==> src/rtl/counter_pkg.sv <==
// Shared constants for the up/down modulo counter.
package counter_pkg;

  localparam int CNT_WRAP = 0;
  localparam int CNT_SAT  = 1;

endpackage

==> src/rtl/updown_mod_counter.sv <==
// Up/down counter over 0..max_val with load, wrap or saturate
// at the boundaries, a terminal-count flag and a wrap pulse.
module updown_mod_counter
  import counter_pkg::*;
#(
  parameter int WIDTH    = 8,
  parameter int SAT_MODE = CNT_WRAP
) (
  input  logic             clk,
  input  logic             rst,
  input  logic             en,
  input  logic             up,
  input  logic             load,
  input  logic [WIDTH-1:0] load_val,
  input  logic [WIDTH-1:0] max_val,
  output logic [WIDTH-1:0] count,
  output logic             tc,
  output logic             wrap
);

  localparam bit SAT = (SAT_MODE == CNT_SAT);

  logic [WIDTH-1:0] count_nxt;
  logic             at_top;
  logic             at_bot;

  assign at_top = (count >= max_val);
  assign at_bot = (count == '0);
  assign tc     = en & ~load & ((up & at_top) | (~up & at_bot));

  always_comb begin
    count_nxt = count;
    if (load) begin
      count_nxt = (load_val < max_val) ? load_val : max_val;
    end else if (en) begin
      if (up) begin
        // count above a lowered max_val is treated as the top
        if (at_top)
          count_nxt = SAT ? max_val : '0;
        else
          count_nxt = count + WIDTH'(1);
      end else begin
        if (at_bot)
          count_nxt = SAT ? '0 : max_val;
        else if (count > max_val)
          count_nxt = max_val;
        else
          count_nxt = count - WIDTH'(1);
      end
    end
  end

  always_ff @(posedge clk) begin
    if (rst) begin
      count <= '0;
      wrap  <= 1'b0;
    end else begin
      count <= count_nxt;
      wrap  <= tc;
    end
  end

endmodule

==> config.mk <==
export PLATFORM = sky130hd
export DESIGN_NAME = updown_mod_counter
export DESIGN_NICKNAME = d
export VERILOG_FILES = /design/src/rtl/counter_pkg.sv /design/src/rtl/updown_mod_counter.sv
export SDC_FILE = /design/constraint.sdc
export NUM_CORES = 1
export LEC_CHECK = 0
export ABC_AREA = 1
export CORE_ASPECT_RATIO = 1.75
export CORE_MARGIN = 3
export CORE_UTILIZATION = 31
export CTS_CLUSTER_DIAMETER = 100
export DETAILED_ROUTE_END_ITERATION = 10
export PLACE_DENSITY = 0.56
export SETUP_SLACK_MARGIN = 0.15
export SLEW_MARGIN = 20
export SYNTH_ARGS = -nofsm -noshare
export SYNTH_HDL_FRONTEND = slang
export SYNTH_SLANG_ARGS = --single-unit
export TNS_END_PERCENT = 10
==> constraint.sdc <==
create_clock -name clk -period 1.79 [get_ports clk]
set_input_delay 0.358 -clock clk [delete_from_list [all_inputs] [get_ports clk]]
set_output_delay 0.358 -clock clk [all_outputs]
set_load 0.02 [all_outputs]
==> key figures, run 1 <==
Outcome
  • Run status: finished, violations left
  • Failing checks: setup timing

Worst setup path
  • CP dominant cell by count: nand4_4
  • CP max-delay cell: dfxtp_4
  • Worst r2r src: count[5]$_SDFFE_PP0P_
  • Critical Path RT: 1.43 ns
  • Worst endpoint data arrival time: 1.56 ns
  • Peak fanout along the critical path: 2
  • CP peak stage delay: 0.35 ns
  • Critical Path Sink Type: output port
  • Worst reg2reg endpoint: wrap$_SDFF_PP0_
  • Flop2flop setup slack: -0.09 ns
  • Worst R2R Path Depth: 12
  • Crit path cell chain: ha_4 -> nand2_4 -> nor2_4 -> nand4_4 -> nand4_4 -> nand3_4 -> inv_2 -> buf_6
  • CP Launch Type: flop
  • Crit path kind: reg -> out

Place
  • GPL Wtd Cong: 0.825
  • Detailed Place HPWL: 3.88 mm
  • Port bufs: 30
  • Setup WS pre-CTS: -0.944 ns

Global route
  • GRT Util Overall: 0.175
  • First-pass GRT wire length: 7.92 mm
  • GRT Residual Overflow: 0
  • Initial antenna violation count: 0
  • Vias in the first global route: 1814
  • Pin count of the biggest net entering global routing: 17

Drt
  • Post-route DRC: 0
  • Final WL: 4.59 mm
  • DR WL met3: 81 um
  • Top Metal Used: met4
  • Vias: 1739
  • Metal2 WL: 2.55 mm
  • Wirelength per Cell: 12.2 um
  • Initial DRC count: 39
  • Via/cell ratio: 4.64
  • Initial DRT Pass Iterations: 4
  • Routed met1 length: 1.86 mm
  • Antenna Violating Nets Remaining: 0

Layout
  • Nets: 364
  • N_diodes: 0
  • Layout area overhead: 63.3%
  • Fraction of layout cells with a size suffix above 1: 0.355

Power
  • Worst VDD drop: 264 uV
  • Sw Share: 0.426
  • Pwr dens: 562 nW/um^2
  • Psw: 0.571 mW
  • Sequential share of power: 0.182
  • Leak Pwr: 1.21 nW
  • Internal Pwr Total: 0.770 mW
  • Clk pwr share: 0.189
  • Comb pwr share: 0.630

STA
  • Final setup margin: -0.128 ns
  • Minimum clock period: 1.92 ns
  • Final worst path period share: 1.07
  • RSZ-0062 raised after global routing: true
  • Max Slew Vio Count: 0
  • Skew final: 0.00219 ns
  • Final setup violating endpoints: 10
  • Relative slew slack: 0.807
  • Setup TNS: -0.613 ns
  • Actual slew at the worst max-slew pin: 0.290 ns
  • Final Hold Viols: 0
  • Max Clock Freq: 521 MHz

Die
  • Die H: 96.8 um
  • Core ar.: 4480 um^2
  • Starting density of the core: 0.326
  • Die footprint: 5610 um^2
  • Die Width: 57.9 um
  • Ports: 31
  • Num rows: 32

Yosys
  • Post-synth top cells: nand2_1, inv_1, nor2_1, nand3_1, ha_1
  • Post-synth cell types: 27
  • Sequential area share after synthesis: 0.123
  • Yosys warning total: 0
  • Top cells by area, synth: nand2_1, ha_1, dfxtp_1, nand3_1, inv_1
  • Net count after synthesis: 287
  • Syn Std Cell Area: 1460 um^2
  • Mapped Avg Cell Area: 5.89 um^2
  • Cell taking the most area after synthesis: nand2_1
  • Mapped Cells: 248
  • EDFF count, synth: 0
  • Top_reg_cell synth: dfxtp_1
  • Synth async-reset ratio: 0
  • Synth top area share: 0.162
  • Most common cell in the netlist: nand2_1
  • Synthesis-stage register bit count: 9

Clocking
  • CTS Buffer Depth: 2
  • CTS root buffer: clkbuf_8
  • CTS tree: done
  • Total number of H-tree levels: 1
  • Clock-pin slew on the worst setup and hold paths: 0.05 ns
  • Inserted Clock Buffers: 3
  • Hold_buf cts: 0
  • Clk sink count: 9
  • Skew-Pair Late Insertion Delay: 0.24 ns

Min path
  • Hold Path Sink: count[7]$_SDFFE_PP0P_
  • Hold path cells: 5
  • Worst Hold Launch: max_val[7]
  • Min-Delay Path Class: in -> reg

Flow run
  • Max cap viols: 0
-- flip-flops by register name, summed over array words and instances, names as in the netlist --
register / count
count: 8
wrap: 1
-- repair_timing --
item                                    4_1_cts  5_1_grt
resized for setup                            42        8
setup buffers                                 7        1
pin swaps                                    13        7
endpoints found under the setup margin       18       10
-- power groups by stage --
| stage | clock, mW | sequential [mW] | combinational (mW) |
|---|---|---|---|
| after floorplan | 0 | 0.281 | 0.467 |
| after global routing | 0.265 | 0.246 | 0.948 |
| final | 0.253 | 0.244 | 0.845 |
| after CTS | 0.257 | 0.244 | 0.833 |
| after global placement | 0 | 0.248 | 0.797 |
| after detailed placement | 0 | 0.248 | 0.803 |
-- area by class of cell --
cell class	instances	area, um^2
fill	470	2100
multi-input combinational	194	1280
timing repair buffer	76	636
sequential	9	205
inverter	41	156
tap	51	63.8
clock buffer	4	45.0
-- layer usage --
| layer | up-vias | track usage |
|---|---|---|
| met3 | 8 | 0.00668 |
| met2 | 27 | 0.328 |
| met4 | 0 | 0.0607 |
| met5 | - | 0 |
| met1 | 761 | 0.201 |
| li1 | 943 | - |
-- metrics by stage --
stage | cell area [um^2] | util | hold WS [ns] | cells | power [mW]
finish | 2390 | 0.532 | 0.561 | 375 | 1.34
global route | 2390 | 0.532 | 0.614 | 375 | 1.46
CTS | 2360 | 0.526 | 0.569 | 374 | 1.33
detailed placement | 2240 | 0.499 | 0.693 | 363 | 1.05
global placement | 2240 | 0.499 | 0.681 | 363 | 1.04
floorplan | 1600 | - | 0.609 | 248 | 0.748
-- cell families (layout without fill, tap and decap cells) --
kind of cell / Yosys count / after routing / synth area share
AO/OA/AOI/OAI: 28 / 28 / 0.120
AND/OR/NAND/NOR: 142 / 142 / 0.448
XOR/XNOR: 6 / 6 / 0.0360
adder cells (fa/ha/maj): 18 / 18 / 0.154
flip-flops: 9 / 9 / 0.123
buffers and inverters: 45 / 121 / 0.119
-- worst max-delay path, delay by kind of cell (launching register included) --
family | cells | cell delay (ns)
and+or+nand+nor | 5 | 0.53
buffers and inverters | 2 | 0.16
DFF | 1 | 0.35
adders and majority gates | 1 | 0.28
-- cells in the final DEF (no fill, tap or decap), types with 2 or more instances in the layout --
cell type / Yosys / final
buf_4: 1 / 45
nand4_4: 1 / 3
nor2_2: 4 / 4
o21ai_0: 2 / 2
nor2_1: 33 / 31
clkdlybuf4s15_2: 0 / 2
clkdlybuf4s50_1: 0 / 13
clkinv_1: 2 / 2
a21oi_2: 8 / 9
nand2_8: 0 / 2
nand2_2: 3 / 5
ha_4: 0 / 6
inv_1: 35 / 25
o21ai_1: 4 / 3
xor2_1: 5 / 5
clkdlybuf4s15_1: 0 / 2
dlygate4sd2_1: 0 / 9
buf_2: 1 / 2
nand2_4: 2 / 3
inv_2: 4 / 13
nand2_1: 63 / 58
nand3_1: 32 / 31
dfxtp_2: 0 / 2
a21oi_1: 12 / 11
nor2_4: 1 / 3
dfxtp_4: 0 / 6
clkbuf_8: 0 / 3
ha_1: 18 / 12
-- worst max-delay path by stage --
stage	startpoint	endpoint	slack [ns]	cells after the start
final	count[5]$_SDFFE_PP0P_	tc	-0.13	8
after global routing	count[2]$_SDFFE_PP0P_	tc	-0.19	10
after CTS	count[6]$_SDFFE_PP0P_	tc	-0.12	8
after detailed placement	max_val[5]	tc	-0.94	10
after global placement	max_val[5]	tc	-0.91	10
after floorplan	count[5]$_SDFFE_PP0P_	count[0]$_SDFFE_PP0P_	0.13	11
Power figures use the tool's default switching activity.
==> run 2: changes to the inputs <==
- MAX_ROUTING_LAYER: not set -> met4
==> run 2 against run 1 <==
  * The run still ends with setup timing left
  * Flip-flop and latch count is the same
  * Global-route usage rose by 0.46 points
  * Via count decreased by 0.35%
  * Clock-buffer cell count stayed put
  * Cell count unchanged
  * Die area unchanged
  * Utilization stayed put
  * Critical endpoint unchanged
  * Largest cell class unchanged
==> key figures, run 2 (synthesized netlist as in run 1, its figures left out) <==
Outcome
  • Run status: finished, violations left
  • Failing checks: setup timing

Drt
  • Post-route DRC: 0
  • Via/cell ratio: 4.62
  • Initial DRC count: 34
  • Vias: 1733
  • Antenna Violating Nets Remaining: 0
  • Wirelength per Cell: 12.2 um
  • Initial DRT Pass Iterations: 4
  • Final WL: 4.58 mm

Power
  • Psw: 0.571 mW
  • PnR Total Power: 1.34 mW
  • Sequential share of power: 0.182
  • Leak Pwr: 1.21 nW
  • Comb pwr share: 0.630
  • Sw Share: 0.426
  • Clk pwr share: 0.189
  • Worst VDD drop: 265 uV
  • Internal Pwr Total: 0.770 mW
  • Pwr dens: 562 nW/um^2

Die
  • Starting density of the core: 0.326
  • Num rows: 32
  • Die footprint: 5610 um^2
  • Core ar.: 4480 um^2
  • Ports: 31
  • Die H: 96.8 um
  • Die Width: 57.9 um

STA
  • Minimum clock period: 1.91 ns
  • Actual slew at the worst max-slew pin: 0.286 ns
  • Relative slew slack: 0.809
  • Final worst path period share: 1.07
  • Max Slew Vio Count: 0
  • Final Hold Viols: 0
  • Skew final: 0.00206 ns
  • Max Clock Freq: 524 MHz
  • Worst hold slack: 0.561 ns
  • Final setup violating endpoints: 10
  • Final setup margin: -0.120 ns
  • RSZ-0062 raised after global routing: true

Clocking
  • Hold_buf cts: 0
  • Clk sink count: 9
  • Skew-Pair Late Insertion Delay: 0.24 ns
  • Inserted Clock Buffers: 3
  • Total number of H-tree levels: 1
  • CTS tree: done
  • CTS Buffer Depth: 2
  • Clock-pin slew on the worst setup and hold paths: 0.05 ns
  • CTS root buffer: clkbuf_8

Place
  • GPL Wtd Cong: 0.838
  • Detailed Place HPWL: 3.88 mm
  • Setup WS pre-CTS: -0.944 ns
  • Port bufs: 30
  • Placed Cells: 363

Global route
  • GRT Util Overall: 0.180
  • Pin count of the biggest net entering global routing: 17
  • GRT Residual Overflow: 0
  • Vias in the first global route: 1816
  • First-pass GRT wire length: 7.92 mm
  • Initial antenna violation count: 0

Worst setup path
  • Worst endpoint data arrival time: 1.55 ns
  • Critical Path Sink Type: output port
  • CP Launch Type: flop
  • Peak fanout along the critical path: 2
  • Critical Path RT: 1.43 ns
  • Crit path kind: reg -> out

Flow run
  • Max cap viols: 0

Layout
  • Post-route insts no fill: 375
  • Fraction of layout cells with a size suffix above 1: 0.355
  • Layout area overhead: 63.3%
  • Most frequent cells in the layout: nand2_1, buf_4, nor2_1, nand3_1, inv_1
  • N_diodes: 0
  • FF+latch area: 205 um^2
  • Regs by FF count: count x8, wrap x1
  • Commonest non-fill, non-tap cell in the layout: nand2_1
  • Largest reg by FF count: count
  • Post-route core utilization: 0.532
  • Area taken by multi-input logic gates: 1280 um^2
  • Nets: 364
  • Largest register FFs: 8
  • FILL cells: 470

Min path
  • Min-Delay Path Class: in -> reg
run 2: cell counts in the layout (fill, tap and decap cells not counted):
Identical to the previous run, type by type.
run 2: metrics by stage:
stage	TNS, ns	instance area [um^2]
floorplan	0	1600
global placement	-5.60	2240
detailed placement	-5.75	2240
CTS	-0.548	2360
global route	-1.67	2390
finish	-0.562	2390
run 2: per-layer routing:
layer  up-vias  GRT usage  wire length [um]  share of wire
li1        943          -                 -              -
met1       755      0.202              1870           0.41
met2        27      0.328              2540           0.56
met3         8    0.00534                71          0.015
met4         0     0.0607               101          0.022
met5         -          -                 0              0
run 2: path summary, 6_finish.rpt:
check,end,slack (ns),cells after the start,startpoint
setup / recovery,tc,-0.12,8,count[5]$_SDFFE_PP0P_
hold / removal,count[7]$_SDFFE_PP0P_,0.56,5,max_val[7]
setup reg to reg,wrap$_SDFF_PP0_,-0.08,12,count[5]$_SDFFE_PP0P_
hold reg to reg,count[0]$_SDFFE_PP0P_,0.69,4,count[0]$_SDFFE_PP0P_
run 2: layout make-up:
class                      instances  share of cell area
clock buffer                       4              0.0189
inverter                          41              0.0655
multi-input combinational        194               0.536
sequential                         9              0.0860
tap                               51              0.0267
timing repair buffer              76               0.266
run 2: timing repair:
action	CTS	global route
gates resized for setup	42	8
gates cloned	0	0
endpoints found under the setup margin	18	10
pin swaps	13	7
buffers inserted	7	1
run 2: power groups by stage:
stage	clock network, mW	registers (mW)	logic, mW
floorplan	0	0.281	0.467
global placement	0	0.248	0.797
detailed placement	0	0.248	0.803
CTS	0.257	0.244	0.833
global route	0.265	0.246	0.948
finish	0.253	0.244	0.845
run 2: worst max-delay path: stages, from the launching register on:
cell	delay, ns
dfxtp_4	0.35
ha_4	0.28
nand2_4	0.05
nor2_4	0.15
nand4_4	0.13
nand4_4	0.12
nand3_4	0.07
inv_2	0.06
buf_6	0.10
==> run 3: changes to the inputs <==
==> constraint.sdc (replaced) <==
create_clock -name clk -period 1.79 [get_ports clk]
set_input_delay 0.179 -clock clk [delete_from_list [all_inputs] [get_ports clk]]
set_output_delay 0.179 -clock clk [all_outputs]
set_load 0.02 [all_outputs]
==> run 3 against run 2 <==
  * The flow now finishes without violations
  * Global-route usage up 1.2 points
  * Worst setup slack better by 0.17 ns
  * Utilization up 2.9 points
  * Flip-flop and latch count unchanged
  * Clock power down 2%
  * Clock-buffer cell count unchanged
  * Critical path type unchanged
  * Highest routed layer unchanged
==> key figures, run 3 (synthesized netlist as in run 1, its figures left out) <==
Outcome
  • Run status: completed

Worst setup path
  • Critical Path RT: 1.61 ns
  • Worst r2r src: count[7]$_SDFFE_PP0P_
  • Crit path kind: reg -> out
  • Peak fanout along the critical path: 2
  • Worst reg2reg endpoint: count[3]$_SDFFE_PP0P_
  • Worst endpoint data arrival time: 1.56 ns
  • Worst R2R Path Depth: 12
  • Critical Path Sink Type: output port
  • CP Launch Type: flop
  • Flop2flop setup slack: 0.08 ns

Global route
  • GRT Util Overall: 0.192
  • GRT Residual Overflow: 0
  • Pin count of the biggest net entering global routing: 10
  • Vias in the first global route: 1914
  • First-pass GRT wire length: 8.49 mm
  • Initial antenna violation count: 0

Drt
  • Vias: 1822
  • Antenna Violating Nets Remaining: 0
  • Initial DRT Pass Iterations: 4
  • Via/cell ratio: 4.86
  • Post-route DRC: 0
  • Wirelength per Cell: 13.3 um
  • Initial DRC count: 42
  • Final WL: 5.00 mm

Layout
  • Nets: 364
  • Regs by FF count: count x8, wrap x1
  • Fraction of layout cells with a size suffix above 1: 0.401
  • Largest register FFs: 8
  • Commonest non-fill, non-tap cell in the layout: nand2_1
  • FILL cells: 443
  • Largest reg by FF count: count
  • Fin area: 2520 um^2
  • N_diodes: 0
  • Layout area overhead: 72.3%
  • Post-route insts no fill: 375
  • Most frequent cells in the layout: nand2_1, buf_4, nand3_1, nor2_1, inv_1
  • Post-route core utilization: 0.561

Die
  • Num rows: 32
  • Starting density of the core: 0.326
  • Die Width: 57.9 um
  • Ports: 31
  • Die H: 96.8 um
  • Core ar.: 4480 um^2
  • Die footprint: 5610 um^2

Clocking
  • CTS root buffer: clkbuf_8
  • Total number of H-tree levels: 1
  • CTS Buffer Depth: 2
  • Clock-pin slew on the worst setup and hold paths: 0.05 ns
  • Skew-Pair Late Insertion Delay: 0.24 ns
  • Clk sink count: 9
  • CTS tree: done
  • Inserted Clock Buffers: 3
  • Hold_buf cts: 0

STA
  • Max Clock Freq: 575 MHz
  • Minimum clock period: 1.74 ns
  • Setup TNS: 0 ns
  • Skew final: 0.00300 ns
  • Max Slew Vio Count: 0
  • Final Hold Viols: 0
  • Final setup violating endpoints: 0
  • Actual slew at the worst max-slew pin: 0.603 ns
  • Final worst path period share: 0.972
  • Worst hold slack: 0.423 ns
  • Final setup margin: 0.0508 ns
  • Relative slew slack: 0.597
  • RSZ-0062 raised after global routing: true

Min path
  • Min-Delay Path Class: in -> reg
  • Worst Hold Launch: max_val[5]
  • Hold path cells: 5
  • Hold Path Sink: count[5]$_SDFFE_PP0P_

Place
  • Setup WS pre-CTS: -0.682 ns
  • Placed Cells: 363
  • Port bufs: 30
  • Placed inst area: 2130 um^2
  • Detailed Place HPWL: 3.77 mm
  • GPL Wtd Cong: 0.929

Power
  • Pwr dens: 569 nW/um^2
  • Leak Pwr: 1.22 nW
  • PnR Total Power: 1.43 mW
  • Worst VDD drop: 325 uV

Flow run
  • Max cap viols: 0
[run 3: area by class of cell]
type / count / area (um^2) / share of cell area
multi-input cells: 197 / 1400 / 0.556
flip-flops and latches: 9 / 200 / 0.0795
well taps: 51 / 63.8 / 0.0253
repair buffers: 73 / 648 / 0.257
inverters: 41 / 161 / 0.0641
clock buffers: 4 / 45.0 / 0.0179
[run 3: what timing repair did]
| item | in CTS | in global routing |
|---|---|---|
| setup buffers | 4 | 0 |
| resized for setup | 50 | 32 |
| cloned | 2 | 2 |
| endpoints found under the hold margin | 0 | 0 |
| pin swaps | 21 | 14 |
| setup endpoints to repair | 9 | 10 |
[run 3: layer usage]
metal	track usage	up-vias	share of wire
met1	0.202	841	0.38
met4	0.0554	0	0.012
met5	-	-	0
met3	0.00401	7	0.016
li1	-	943	-
met2	0.369	31	0.59
[run 3: worst max path at each step]
| stage | endpoint | start | depth (start not counted) |
|---|---|---|---|
| after global routing | count[2]$_SDFFE_PP0P_ | count[5]$_SDFFE_PP0P_ | 11 |
| after global placement | tc | max_val[7] | 10 |
| after detailed placement | tc | max_val[7] | 10 |
| after floorplan | count[0]$_SDFFE_PP0P_ | count[5]$_SDFFE_PP0P_ | 11 |
| final | tc | count[5]$_SDFFE_PP0P_ | 8 |
| after CTS | tc | count[5]$_SDFFE_PP0P_ | 8 |
[run 3: where the power goes]
part | total (mW) | switching [mW] | internal (mW)
registers | 0.244 | 0.0203 | 0.223
clock network | 0.249 | 0.0925 | 0.156
logic | 0.940 | 0.503 | 0.437
[run 3: critical path, cell delays in order (launching register included)]
cell and delay [ns]:
dfxtp_4 0.35, ha_4 0.24, a21oi_2 0.14, nor2_2 0.06, nor2_4 0.17, nand4_4 0.12, nand3_4 0.09, inv_2 0.04
buf_6 0.12
